File: src/rtl/sar_conv_sequencer.sv
// Round-robin scan scheduler in front of a SAR conversion core.
// Optional SAR_SEQ_AVG4_EN: four conversions per channel, truncated mean reported.
module sar_conv_sequencer #(
    parameter int RES         = 12,
    parameter int NCH         = 4,
    parameter int CW          = 2,
    parameter int SETTLE_CYC  = 4,
    parameter int TIMEOUT_CYC = 63
) (
    input  logic           clk,
    input  logic           reset,
    input  logic           en,
    input  logic [NCH-1:0] ch_mask,
    output logic [CW-1:0]  mux_sel,
    output logic           sample_en,
    output logic           sar_start,
    input  logic           sar_conv_done,
    input  logic [RES-1:0] sar_bitout,
    output logic [RES-1:0] res_data,
    output logic [CW-1:0]  res_ch,
    output logic           res_valid,
    input  logic           res_ready,
    output logic           busy,
    output logic           timeout_err
);

`ifdef SAR_SEQ_AVG4_EN
    localparam int AW = RES + 2;
`else
    localparam int AW = RES;
`endif
    localparam int SCW = $clog2(SETTLE_CYC + 1);
    localparam int TCW = $clog2(TIMEOUT_CYC + 1);

    typedef enum logic [2:0] {IDLE, SELECT, SETTLE, START, WAIT, STORE} state_t;
    state_t state, state_nxt;

    logic [CW-1:0]  ptr;
    logic [CW-1:0]  pick;
    logic           pick_ok;
    logic [SCW-1:0] settle_cnt;
    logic [TCW-1:0] tmo_cnt;
    logic [AW-1:0]  acc;
    logic           scan_on;
    logic           settle_last;
    logic           conv_hit;
    logic           tmo_hit;
    logic           res_load;
    logic           last_conv;
`ifdef SAR_SEQ_AVG4_EN
    logic [1:0]     conv_idx;

    assign last_conv = (conv_idx == 2'd3);
`else
    assign last_conv = 1'b1;
`endif

    assign scan_on     = en && (ch_mask != '0);
    assign settle_last = (settle_cnt == SCW'(SETTLE_CYC - 1));
    assign conv_hit    = (state == WAIT) && sar_conv_done;
    assign tmo_hit     = (state == WAIT) && !sar_conv_done && (tmo_cnt == TCW'(TIMEOUT_CYC - 2));

    // Result port: a word transfers on any rising edge where res_valid && res_ready.
    // A new word may load in the same cycle the previous one transfers; while
    // res_valid is high and res_ready low, res_data/res_ch hold and the scan stalls.
    assign res_load = (state == STORE) && (!res_valid || res_ready);

    // Lowest enabled channel strictly after ptr; descending loop lets the nearest win.
    always_comb begin
        pick    = ptr;
        pick_ok = 1'b0;
        for (int i = NCH; i >= 1; i--) begin
            if (ch_mask[ptr + CW'(i)]) begin
                pick    = ptr + CW'(i);
                pick_ok = 1'b1;
            end
        end
    end

    always_ff @(posedge clk or posedge reset) begin
        if (reset) state <= IDLE;
        else       state <= state_nxt;
    end

    always_comb begin
        state_nxt = state;
        sample_en = 1'b0;
        sar_start = 1'b0;
        busy      = (state != IDLE);
        unique case (state)
            IDLE:   if (scan_on) state_nxt = SELECT;
            SELECT: state_nxt = pick_ok ? SETTLE : IDLE;
            SETTLE: begin
                sample_en = 1'b1;
                if (settle_last) state_nxt = START;
            end
            START: begin
                sar_start = 1'b1;
                state_nxt = WAIT;
            end
            WAIT: begin
                if (conv_hit)     state_nxt = last_conv ? STORE : START;
                else if (tmo_hit) state_nxt = scan_on ? SELECT : IDLE;
            end
            STORE:  if (res_load) state_nxt = scan_on ? SELECT : IDLE;
            default: state_nxt = IDLE;
        endcase
    end

    always_ff @(posedge clk or posedge reset) begin
        if (reset) begin
            ptr         <= CW'(NCH - 1);
            mux_sel     <= '0;
            settle_cnt  <= '0;
            tmo_cnt     <= '0;
            acc         <= '0;
            res_data    <= '0;
            res_ch      <= '0;
            res_valid   <= 1'b0;
            timeout_err <= 1'b0;
`ifdef SAR_SEQ_AVG4_EN
            conv_idx    <= '0;
`endif
        end else begin
            case (state)
                SELECT: begin
                    if (pick_ok) begin
                        mux_sel <= pick;
                        ptr     <= pick;
                    end
                    settle_cnt <= '0;
                    acc        <= '0;
`ifdef SAR_SEQ_AVG4_EN
                    conv_idx   <= '0;
`endif
                end
                SETTLE: settle_cnt <= settle_cnt + 1'b1;
                START:  tmo_cnt <= '0;
                WAIT: begin
                    tmo_cnt <= tmo_cnt + 1'b1;
                    if (sar_conv_done) begin
`ifdef SAR_SEQ_AVG4_EN
                        acc      <= acc + AW'(sar_bitout);
                        conv_idx <= conv_idx + 2'd1;
`else
                        acc      <= sar_bitout;
`endif
                    end else if (tmo_hit) begin
                        timeout_err <= 1'b1;
                    end
                end
                default: ;
            endcase

            // Upper RES bits of the accumulator: the sample itself, or sum/4 when averaging.
            if (res_load) begin
                res_data  <= acc[AW-1 -: RES];
                res_ch    <= mux_sel;
                res_valid <= 1'b1;
            end else if (res_valid && res_ready) begin
                res_valid <= 1'b0;
            end
        end
    end

endmodule

File: config.mk
export PLATFORM = sky130hd
export DESIGN_NAME = sar_conv_sequencer
export DESIGN_NICKNAME = d
export VERILOG_FILES = /design/src/rtl/sar_conv_sequencer.sv
export SDC_FILE = /design/constraint.sdc
export NUM_CORES = 1
export LEC_CHECK = 0
export CAP_MARGIN = 20
export CORE_AREA = 2 2 71 73
export CTS_CLUSTER_DIAMETER = 200
export DETAILED_ROUTE_END_ITERATION = 10
export DIE_AREA = 0 0 73 75
export HOLD_SLACK_MARGIN = 0.1
export PLACE_DENSITY_LB_ADDON = 0.15
export SLEW_MARGIN = 20
export SYNTH_ARGS = -nofsm -noshare
export SYNTH_HDL_FRONTEND = slang
export SYNTH_SLANG_ARGS = --single-unit
File: constraint.sdc
create_clock -name clk -period 1.5 [get_ports clk]
set_input_delay 0.15 -clock clk [delete_from_list [all_inputs] [get_ports clk]]
set_output_delay 0.15 -clock clk [all_outputs]
set_load 0.02 [all_outputs]
After elaboration in Yosys (flattened, before gate mapping)
Index checks and enable logic that the tools add are counted.
W data, S select, Z words.
{ "totals": {"regBits": 44, "latch_bits": 0, "ram_bits": 0, "romBits": 0, "in_bits": 21, "out_inout_bits": 21, "elab_cells": 83, "memories": 0} }
{ "classes": {"n_addsub": 5, "multipliers": 0, "div": 0, "order_cmp": 4, "eq_ne": 12, "shifts": 0, "n_mux": 31, "bitwise_logic": 1, "reduce_logical": 20} }
{ "op_table": {"columns": ["operator", "count"], "rows": [
  ["$pmux W12 S2", 1],
  ["$pmux W3 S6", 1],
  ["$mux W3", 5],
  ["$mux W1", 13],
  ["$lt A2 B3 Y1 const B", 4],
  ["$mux W12", 1],
  ["$pmux W6 S2", 1],
  ["$eq A3 B2 Y1 const B", 3],
  ["$bmux W1 S2", 4],
  ["$mux W2", 4],
  ["$ne A2 B2 Y1 const B", 4],
  ["$reduce_bool A2 Y1", 4],
  ["$add A6 B1 Y6 const B", 1],
  ["$eq A3 B3 Y1 const B", 2],
  ["$eq A6 B6 Y1 const B", 1],
  ["$logic_and A1 B1 Y1", 6],
  ["$pmux W3 S2", 1],
  ["$add A2 B2 Y2 const B", 2],
  ["$reduce_and A2 Y1", 2],
  ["$reduce_and A4 Y1", 1],
  ["$reduce_bool A4 Y1", 1],
  ["$add A3 B1 Y3 const B", 1],
  ["$eq A3 B1 Y1 const B", 1],
  ["$logic_not A3 Y1", 1],
  ["other kinds (7)", 8]
]} }

Longest topological paths before layout
Gate-level depths: netlist of run 1.
{ "logic_depth": {"ltp_word": 8, "mapped_depth": 7, "depth_no_buf": 6} }

Worst setup path before layout of run 1
Ideal clock, no wire load.
{ "synth_path": {"kind": "register to register", "start": "register state[2]", "end": "register ptr[0]", "setup_ps": 72, "t_arrival_ps": 1482, "t_required_ps": 1428, "slack_ps": -54, "path_stages_with_launch": 7, "n_path_buf": 2, "synth_period_minus_slack_ps": 1554, "path_cell_list": "dfrtp_1 > buf_6 > nand2b_4 > or3_1 > buf_6 > a2111o_1 > o21ai_1"} }
{ "synth_via": {"elab_chain_cells": 2} }
{ "synth_lines": {"columns": ["element", "line", "text"], "rows": [
  ["start, declared", "36", "state_t state, state_nxt;"],
  ["start signal, assigned", "82", "else state <= state_nxt;"],
  ["$eq A3 B1 Y1", "125", "case (state)"],
  ["$reduce_and A2 Y1 (no source line)", null, null],
  ["end signal, assigned", "112", "ptr <= CW'(NCH - 1);"],
  ["end signal, assigned", "129", "ptr <= pick;"],
  ["end, declared", "38", "logic [CW-1:0] ptr;"]
]} }
Every way passes these cells.
A chain may end at the register's enable or synchronous reset.

Worst setup path in the final report of run 1
{ "layout_path": {"start": "register state[1]", "end": "output port busy"} }
{ "layout_via": {"elab_chain_cells": 1} }
{ "layout_lines": {"columns": ["element", "line", "text"], "rows": [
  ["$reduce_bool A3 Y1", "89", "busy = (state != IDLE);"],
  ["end, declared", "23", "output logic busy,"]
]} }
Every way passes these cells.

==> results.yml, run 1 <==
clocking:
  cts_tree: "yes"
  clockBufferDepth: 2
  path_clk_slew_ns: 0.08
  insertion_delay_ns: 0.30
  cts.sinks: 44
  htree_levels: 2
  cts_root_buf: "clkbuf_8"
  cts_buffers: 5
power:
  power_density_nw_per_um2: 1754
  vdd_drop_max_mv: 1.061
  leakage_nw: 1.483
grt:
  grt_overflow: 0
  antenna_found_initial: 0
  grt.total_usage_pct: 18.08
  grt_max_degree: 45
  grt_pass1_vias: 1595
  grt_pass1_wl_um: 7534
worst_hold_path:
  hold_class: "in2async"
worst_setup_path:
  path_cells: "or3_2 -> buf_6"
  reg2reg_slack_ns: 0.02
  critPathTopFamily: "simple AND/OR/NAND/NOR gates"
  critical_path.startpoint: "state[1]$_DFFE_PP0P_"
  crit_end: "busy"
  rr_startpoint: "state[2]$_DFFE_PP0P_"
  cp.depth: 2
  worst_ep_required_time_ns: 1.35
  crit_fanout: 4
  rr_worst_depth: 6
  r2r-end: "res_data[5]$_DFFE_PP0P_"
  slowest_stage: "or3_2"
  worstSetupPathType: "reg2out"
  cp_num_buf_inv: 1
  max_stage_delay_ns: 0.50
  crit_path_end_kind: "output pin"
  worstSetupStartpointType: "flop"
  crit_arrival_ns: 1.36
final_layout:
  fin_nets: 300
  layout-drive-gt1-share_pct: 34.06
  areaGrowthSynthToFinish_pct: 49.37
  layout.cells.non_filler: 330
  final.fill_count: 375
  post-route-util_pct: 67.17
  diodes: 0
synth:
  synth_xor_area_share_pct: 0.4179
  synth_seq_cells: 44
  synthCells: 200
  synth-main-ff-cell: "dfrtp_1"
  synth_compound_area_share_pct: 15.34
  syn-num-nets: 225
  synth_edf_count: 0
  async_flop_share_pct: 100.0
  yosysWarningCount: 0
  synthMuxAreaShare_pct: 8.000
  synthAdderAreaFrac_pct: 2.388
  ys_seq_area_share_pct: 52.66
  syn_avg_cell_area_um2: 10.48
  synth_simple_gate_area_share_pct: 17.01
  yosysUniqueCellTypes: 44
  synth_top_family_by_area: "simple AND/OR/NAND/NOR gates"
  synth_area_um2: 2096
outcome:
  status: "finished with violations"
  violations: "setup timing"
sta:
  finClkSkew_ns: 0.003409
  layout_min_cycle_time_ns: 1.510
  fin_ws_ns: -0.009572
  rsz0062_at_grt: "true"
  finalCritPeriodShare_pct: 100.6
  final_hold_viol_count: 0
  fmax_mhz: 662.4
  worst_pin_slew_ns: 0.3668
  finalSetupTns_ns: -0.009572
  slew_headroom_pct: 75.28
  slew_violations: 0
  setup_viol: 1
detailed_routing:
  drt-initial-drc-count: 124
  vias_per_cell: 5.103
  drc_errors: 0
  ant_nets: 0
  wirelength_um: 4728
  avgRoutedWirePerCell_um: 14.33
  drt_pre_antenna_iters: 4
  vias: 1684
placed_design:
  port_buffers: 41
  dp_cells: 315
  place.gp.congestion: 0.7830
  dpl.hpwl_um: 3093
job:
  drv_cap: 0
die:
  start_util_pct: 44.97
  io_pins: 42
  rows: 25
  die_area_um2: 5475
  chipHeight_um: 75
  die_x_um: 73
  core_area_um2: 4661
cell usage in the layout, fill, tap and decap left out, types with 2 or more instances in the layout:
cell type,synthesis,routed
dfrtp_1,42,41
clkdlybuf4s50_1,0,38
nand2_1,38,30
buf_4,0,28
mux2_4,0,12
o21ai_0,22,10
nand2_4,0,8
inv_1,8,8
o21ai_2,0,7
buf_6,2,7
o21ai_1,1,6
nand2b_1,6,6
nand3_1,6,6
clkbuf_8,0,6
a22o_1,4,4
a21o_1,4,4
ha_1,4,4
nand3b_1,3,3
a21oi_1,4,3
buf_12,0,3
nor3_1,2,2
mux2_2,14,2
o22ai_1,2,2
dfstp_2,2,2
worst min-delay path, stage by stage:
cell and delay (ns):
clkdlybuf4s50_1 0.40, inv_1 0.10, buf_12 0.25
layout make-up:
cell class / instances / area [µm²] / area share (%)
flip-flops and latches: 44 / 1105 / 35.29
well taps: 54 / 67.56 / 2.158
inverters: 8 / 30.03 / 0.9592
multi-input cells: 138 / 1069 / 34.13
clock inverters: 1 / 7.507 / 0.2398
repair buffers: 78 / 765.7 / 24.46
clock buffers: 7 / 86.33 / 2.758
synth_stat cells (2+ instances only):
cell      number  area share, %
nand2_1       38            6.8
buf_6          2            1.1
or3_1          2           0.60
clkbuf_1       4           0.72
dfstp_2        2            2.5
mux2_2        14            7.5
buf_2          4           0.96
o22ai_1        2           0.60
a21oi_1        4           0.96
inv_1          8            1.4
a22o_1         4            1.7
dfrtp_1       42             50
nand3b_1       3            1.1
nand3_1        6            1.4
a21o_1         4            1.4
or2_2          2           0.60
nor3_1         2           0.48
nor2_1         2           0.36
o21ai_0       22            5.3
nand2b_1       6            1.8
ha_1           4            2.4
state kept, by name (all words and copies together), names as in the netlist:
register / cells
res_valid: 1
acc: 12
res_ch: 2
settle_cnt: 3
ptr: 2
state: 3
res_data: 12
mux_sel: 2
timeout_err: 1
tmo_cnt: 6
what timing repair did:
action / CTS / global route
endpoints found under the setup margin: 33 / 39
hold buffers: 0 / 0
pin swaps: 2 / 18
gates resized for setup: 18 / 57
gates cloned: 0 / 1
buffers inserted: 3 / 3
how the worst min path moves through the flow:
stage / start / to / slack [ns] / cells after the start
after floorplan: sar_bitout[0] / acc[0]$_DFFE_PP0P_ / 0.29 / 2
after global placement: timeout_err$_DFFE_PP0P_ / timeout_err$_DFFE_PP0P_ / 0.44 / 1
after detailed placement: timeout_err$_DFFE_PP0P_ / timeout_err$_DFFE_PP0P_ / 0.47 / 1
after CTS: reset / acc[3]$_DFFE_PP0P_ / 0.24 / 3
after global routing: reset / acc[6]$_DFFE_PP0P_ / 0.25 / 3
final: reset / acc[1]$_DFFE_PP0P_ / 0.22 / 3
logic make-up after synthesis:
kind of cell | count (synthesis)
AO/OA/AOI/OAI | 47
XOR/XNOR | 1
adder cells (fa/ha/maj) | 4
buffers and inverters | 18
flip-flops | 44
multiplexers | 15
AND/OR/NAND/NOR | 71
metrics by stage:
step | area [µm²] | total power (W) | worst slack (ns) | hold WS [ns]
floorplan | 2098 | 0.003227 | -0.02063 | 0.2860
global placement | 2779 | 0.004220 | -0.1644 | 0.4399
detailed placement | 2779 | 0.004258 | -0.2484 | 0.4675
CTS | 2907 | 0.005115 | -0.03242 | 0.2413
global route | 3131 | 0.005894 | -0.08499 | 0.2471
finish | 3131 | 0.005491 | -0.009572 | 0.2244
report_power, final:
group / internal (W) / switching (W)
logic: 0.00154 / 0.00127
registers: 0.00160 / 0.000298
clock network: 0.000374 / 0.000401
total: 0.00352 / 0.00197
routing by layer:
layer | wire length (µm) | up-vias | global-route usage, %
met5 | 0 | - | 0
met4 | 55 | 0 | 5.556
met3 | 184 | 5 | 4.953
met2 | 2321 | 34 | 28.43
met1 | 2167 | 797 | 24.59
li1 | - | 848 | -
(Power assumes the default switching activity.)
==> run 2: changes to the inputs <==
--- a/config.mk
+++ b/config.mk
@@ -8,6 +8,7 @@
 export CAP_MARGIN = 20
 export CORE_AREA = 2 2 71 73
 export CTS_CLUSTER_DIAMETER = 200
+export CTS_CLUSTER_SIZE = 14
 export DETAILED_ROUTE_END_ITERATION = 10
 export DIE_AREA = 0 0 73 75
 export HOLD_SLACK_MARGIN = 0.1
==> results of run 2 <==
No change in the layout: final DEF, timing and power equal those of run 1.
==> run 3: changes to the inputs <==
--- a/config.mk
+++ b/config.mk
@@ -6,11 +6,12 @@
 export NUM_CORES = 1
 export LEC_CHECK = 0
 export CAP_MARGIN = 20
-export CORE_AREA = 2 2 71 73
+export CORE_AREA = 2 2 65 67
 export CTS_CLUSTER_DIAMETER = 200
 export CTS_CLUSTER_SIZE = 14
 export DETAILED_ROUTE_END_ITERATION = 10
-export DIE_AREA = 0 0 73 75
+export DIE_AREA = 0 0 67 69
+export DONT_BUFFER_PORTS = 1
 export HOLD_SLACK_MARGIN = 0.1
 export PLACE_DENSITY_LB_ADDON = 0.15
 export SLEW_MARGIN = 20
==> run 3 against run 2 <==
The flow now finishes without violations. Global-route usage grew 2.1 points. First-iteration DRC count shrank 8.9%. Maximum frequency grew 2.0%. Clock power grew 14%. Sequential power grew 11%. Setup slack gained 0.030 ns. Critical path depth grew 3. Non-clock buffer count shrank 42. Critical path type is now reg2reg. Largest cell class unchanged.
==> results.yml, run 3 (synthesis gave the netlist of run 1 again) <==
outcome:
  status: "finished, final reports clean"
detailed_routing:
  vias_per_cell: 5.525
  ant_nets: 0
  drt_pre_antenna_iters: 4
  drc_errors: 0
  avgRoutedWirePerCell_um: 15.34
  vias: 1569
  wirelength_um: 4357
  drt-initial-drc-count: 113
worst_setup_path:
  crit_top_cell: "or2_2"
  slowest_stage: "dfrtp_1"
  crit_fanout: 10
  worstSetupStartpointType: "flop"
  path_cells: "buf_4 -> or2_2 -> or2_2 -> a21oi_2 -> a221o_1"
  max_stage_delay_ns: 0.42
  rr_worst_depth: 5
  worstSetupPathType: "reg2reg"
  crit_arrival_ns: 1.72
  worst_ep_required_time_ns: 1.74
  crit_path_end_kind: "flop"
placed_design:
  dp_cells: 256
  port_buffers: 0
  preCtsSetupSlack_ns: -0.009235
  dpl.hpwl_um: 3044
  placed_cell_area_um2: 2246
  place.gp.congestion: 0.7837
sta:
  worst_pin_slew_ns: 0.5227
  finalCritPeriodShare_pct: 98.66
  layout_min_cycle_time_ns: 1.480
  fin_ws_ns: 0.02004
  setup_viol: 0
  slew_violations: 0
  fmax_mhz: 675.7
  final_hold_viol_count: 0
  rsz0062_at_grt: "true"
  slew_headroom_pct: 64.70
  finClkSkew_ns: 0.003198
  finalSetupTns_ns: 0
die:
  core_area_um2: 3914
  chipHeight_um: 69
  start_util_pct: 53.55
  rows: 23
  die_x_um: 67
  io_pins: 42
  die_area_um2: 4623
power:
  vdd_drop_max_mv: 1.206
  power_density_nw_per_um2: 1834
  leakage_nw: 1.219
final_layout:
  layout.cells.non_filler: 284
  layout_commonest_cell: "dfrtp_1"
  fin_nets: 258
  final_design_area_no_fill_um2: 2592
  areaGrowthSynthToFinish_pct: 23.70
  final_cell_mix: "dfrtp_1 (42), nand2_1 (37), o21ai_0 (22), buf_4 (18), mux2_2 (14)"
  layout-drive-gt1-share_pct: 27.35
  diodes: 0
  reg_top3: "acc: 12 flops, res_data: 12 flops, tmo_cnt: 6 flops"
clocking:
  cts.sinks: 44
  htree_levels: 2
  clockBufferDepth: 2
  cts_root_buf: "clkbuf_8"
  cts_buffers: 5
  cts_tree: "yes"
  path_clk_slew_ns: 0.08
  insertion_delay_ns: 0.29
grt:
  grt_max_degree: 29
  grt_pass1_wl_um: 7162
  grt_pass1_vias: 1594
  antenna_found_initial: 0
  grt.total_usage_pct: 20.13
  grt_overflow: 0
job:
  drv_cap: 0
worst_hold_path:
  hold_class: "in2reg"
  hold_depth: 2
run 3: cell count changes in the layout (fill, tap and decap cells not counted), moves of 5 or more:
cell             before  now
dlygate4sd3_1         0   13
mux2_2                2   14
nand2_1              30   37
o21ai_1               6    1
clkdlybuf4s50_1      38    0
buf_4                28   18
o21ai_0              10   22
nand2_4               8    1
o21ai_2               7    0
buf_6                 7    2
mux2_4               12    0
run 3: report_power, final:
| group | total [W] | internal [W] | leakage, nW | switching (W) |
|---|---|---|---|---|
| logic | 0.00176 | 0.000901 | 0.574 | 0.000863 |
| clock network | 0.000885 | 0.000492 | 0.0541 | 0.000393 |
| registers | 0.00211 | 0.00160 | 0.590 | 0.000509 |
| total | 0.00476 | 0.00299 | 1.22 | 0.00176 |
run 3: area by class of cell:
class	count	area [µm²]
Multi-Input combinational cell	138	937.1
Clock buffer	5	68.82
Fill cell	303	1321
Clock inverter	3	42.54
Timing Repair Buffer	36	347.8
Inverter	8	30.03
Tap cell	50	62.56
Sequential cell	44	1104
run 3: routing by layer:
metal | track usage, % | vias up | wire length, µm | share of wire [%]
met2 | 34.76 | 38 | 2302 | 53
li1 | - | 764 | - | -
met4 | 7.483 | 0 | 49 | 1.1
met1 | 24.08 | 761 | 1797 | 41
met5 | 0 | - | 0 | 0
met3 | 4.241 | 6 | 208 | 4.8
run 3: critical path, delay by kind of cell, from the launching register on:
family	cells	cell delay, ns
buffers and inverters	1	0.18
AO/OA/AOI/OAI	2	0.23
flip-flops	1	0.42
AND/OR/NAND/NOR	2	0.60
run 3: metrics by stage:
step / power (W) / hold WS, ns / util (%)
after detailed placement: 0.003663 / 0.09029 / 57.38
final: 0.004756 / 0.1328 / 66.24
after global placement: 0.003566 / 0.08719 / 57.38
after CTS: 0.004647 / 0.1073 / 64.23
after global routing: 0.005083 / 0.1542 / 66.24
after floorplan: 0.003227 / 0.2860 / -
run 3: what timing repair did:
item / 4_1_cts / 5_1_grt
endpoints found under the setup margin: 18 / 33
buffers inserted: 2 / 5
hold endpoints to repair: 56 / 0
resized for setup: 4 / 7
cloned: 0 / 0
pin swaps: 0 / 1
hold buffers: 13 / 0
run 3: path summary, 6_finish.rpt:
| path | startpoint | slack (ns) | end |
|---|---|---|---|
| min | res_ready | 0.13 | res_valid$_DFFE_PP0P_ |
| min reg2reg | acc[4]$_DFFE_PP0P_ | 0.48 | acc[4]$_DFFE_PP0P_ |
| max | state[0]$_DFFE_PP0P_ | 0.02 | state[0]$_DFFE_PP0P_ |
| max reg2reg | state[0]$_DFFE_PP0P_ | 0.02 | state[0]$_DFFE_PP0P_ |
| max in group asynchronous | reset | 0.84 | acc[8]$_DFFE_PP0P_ |
| min in group asynchronous | reset | 0.33 | res_data[2]$_DFFE_PP0P_ |
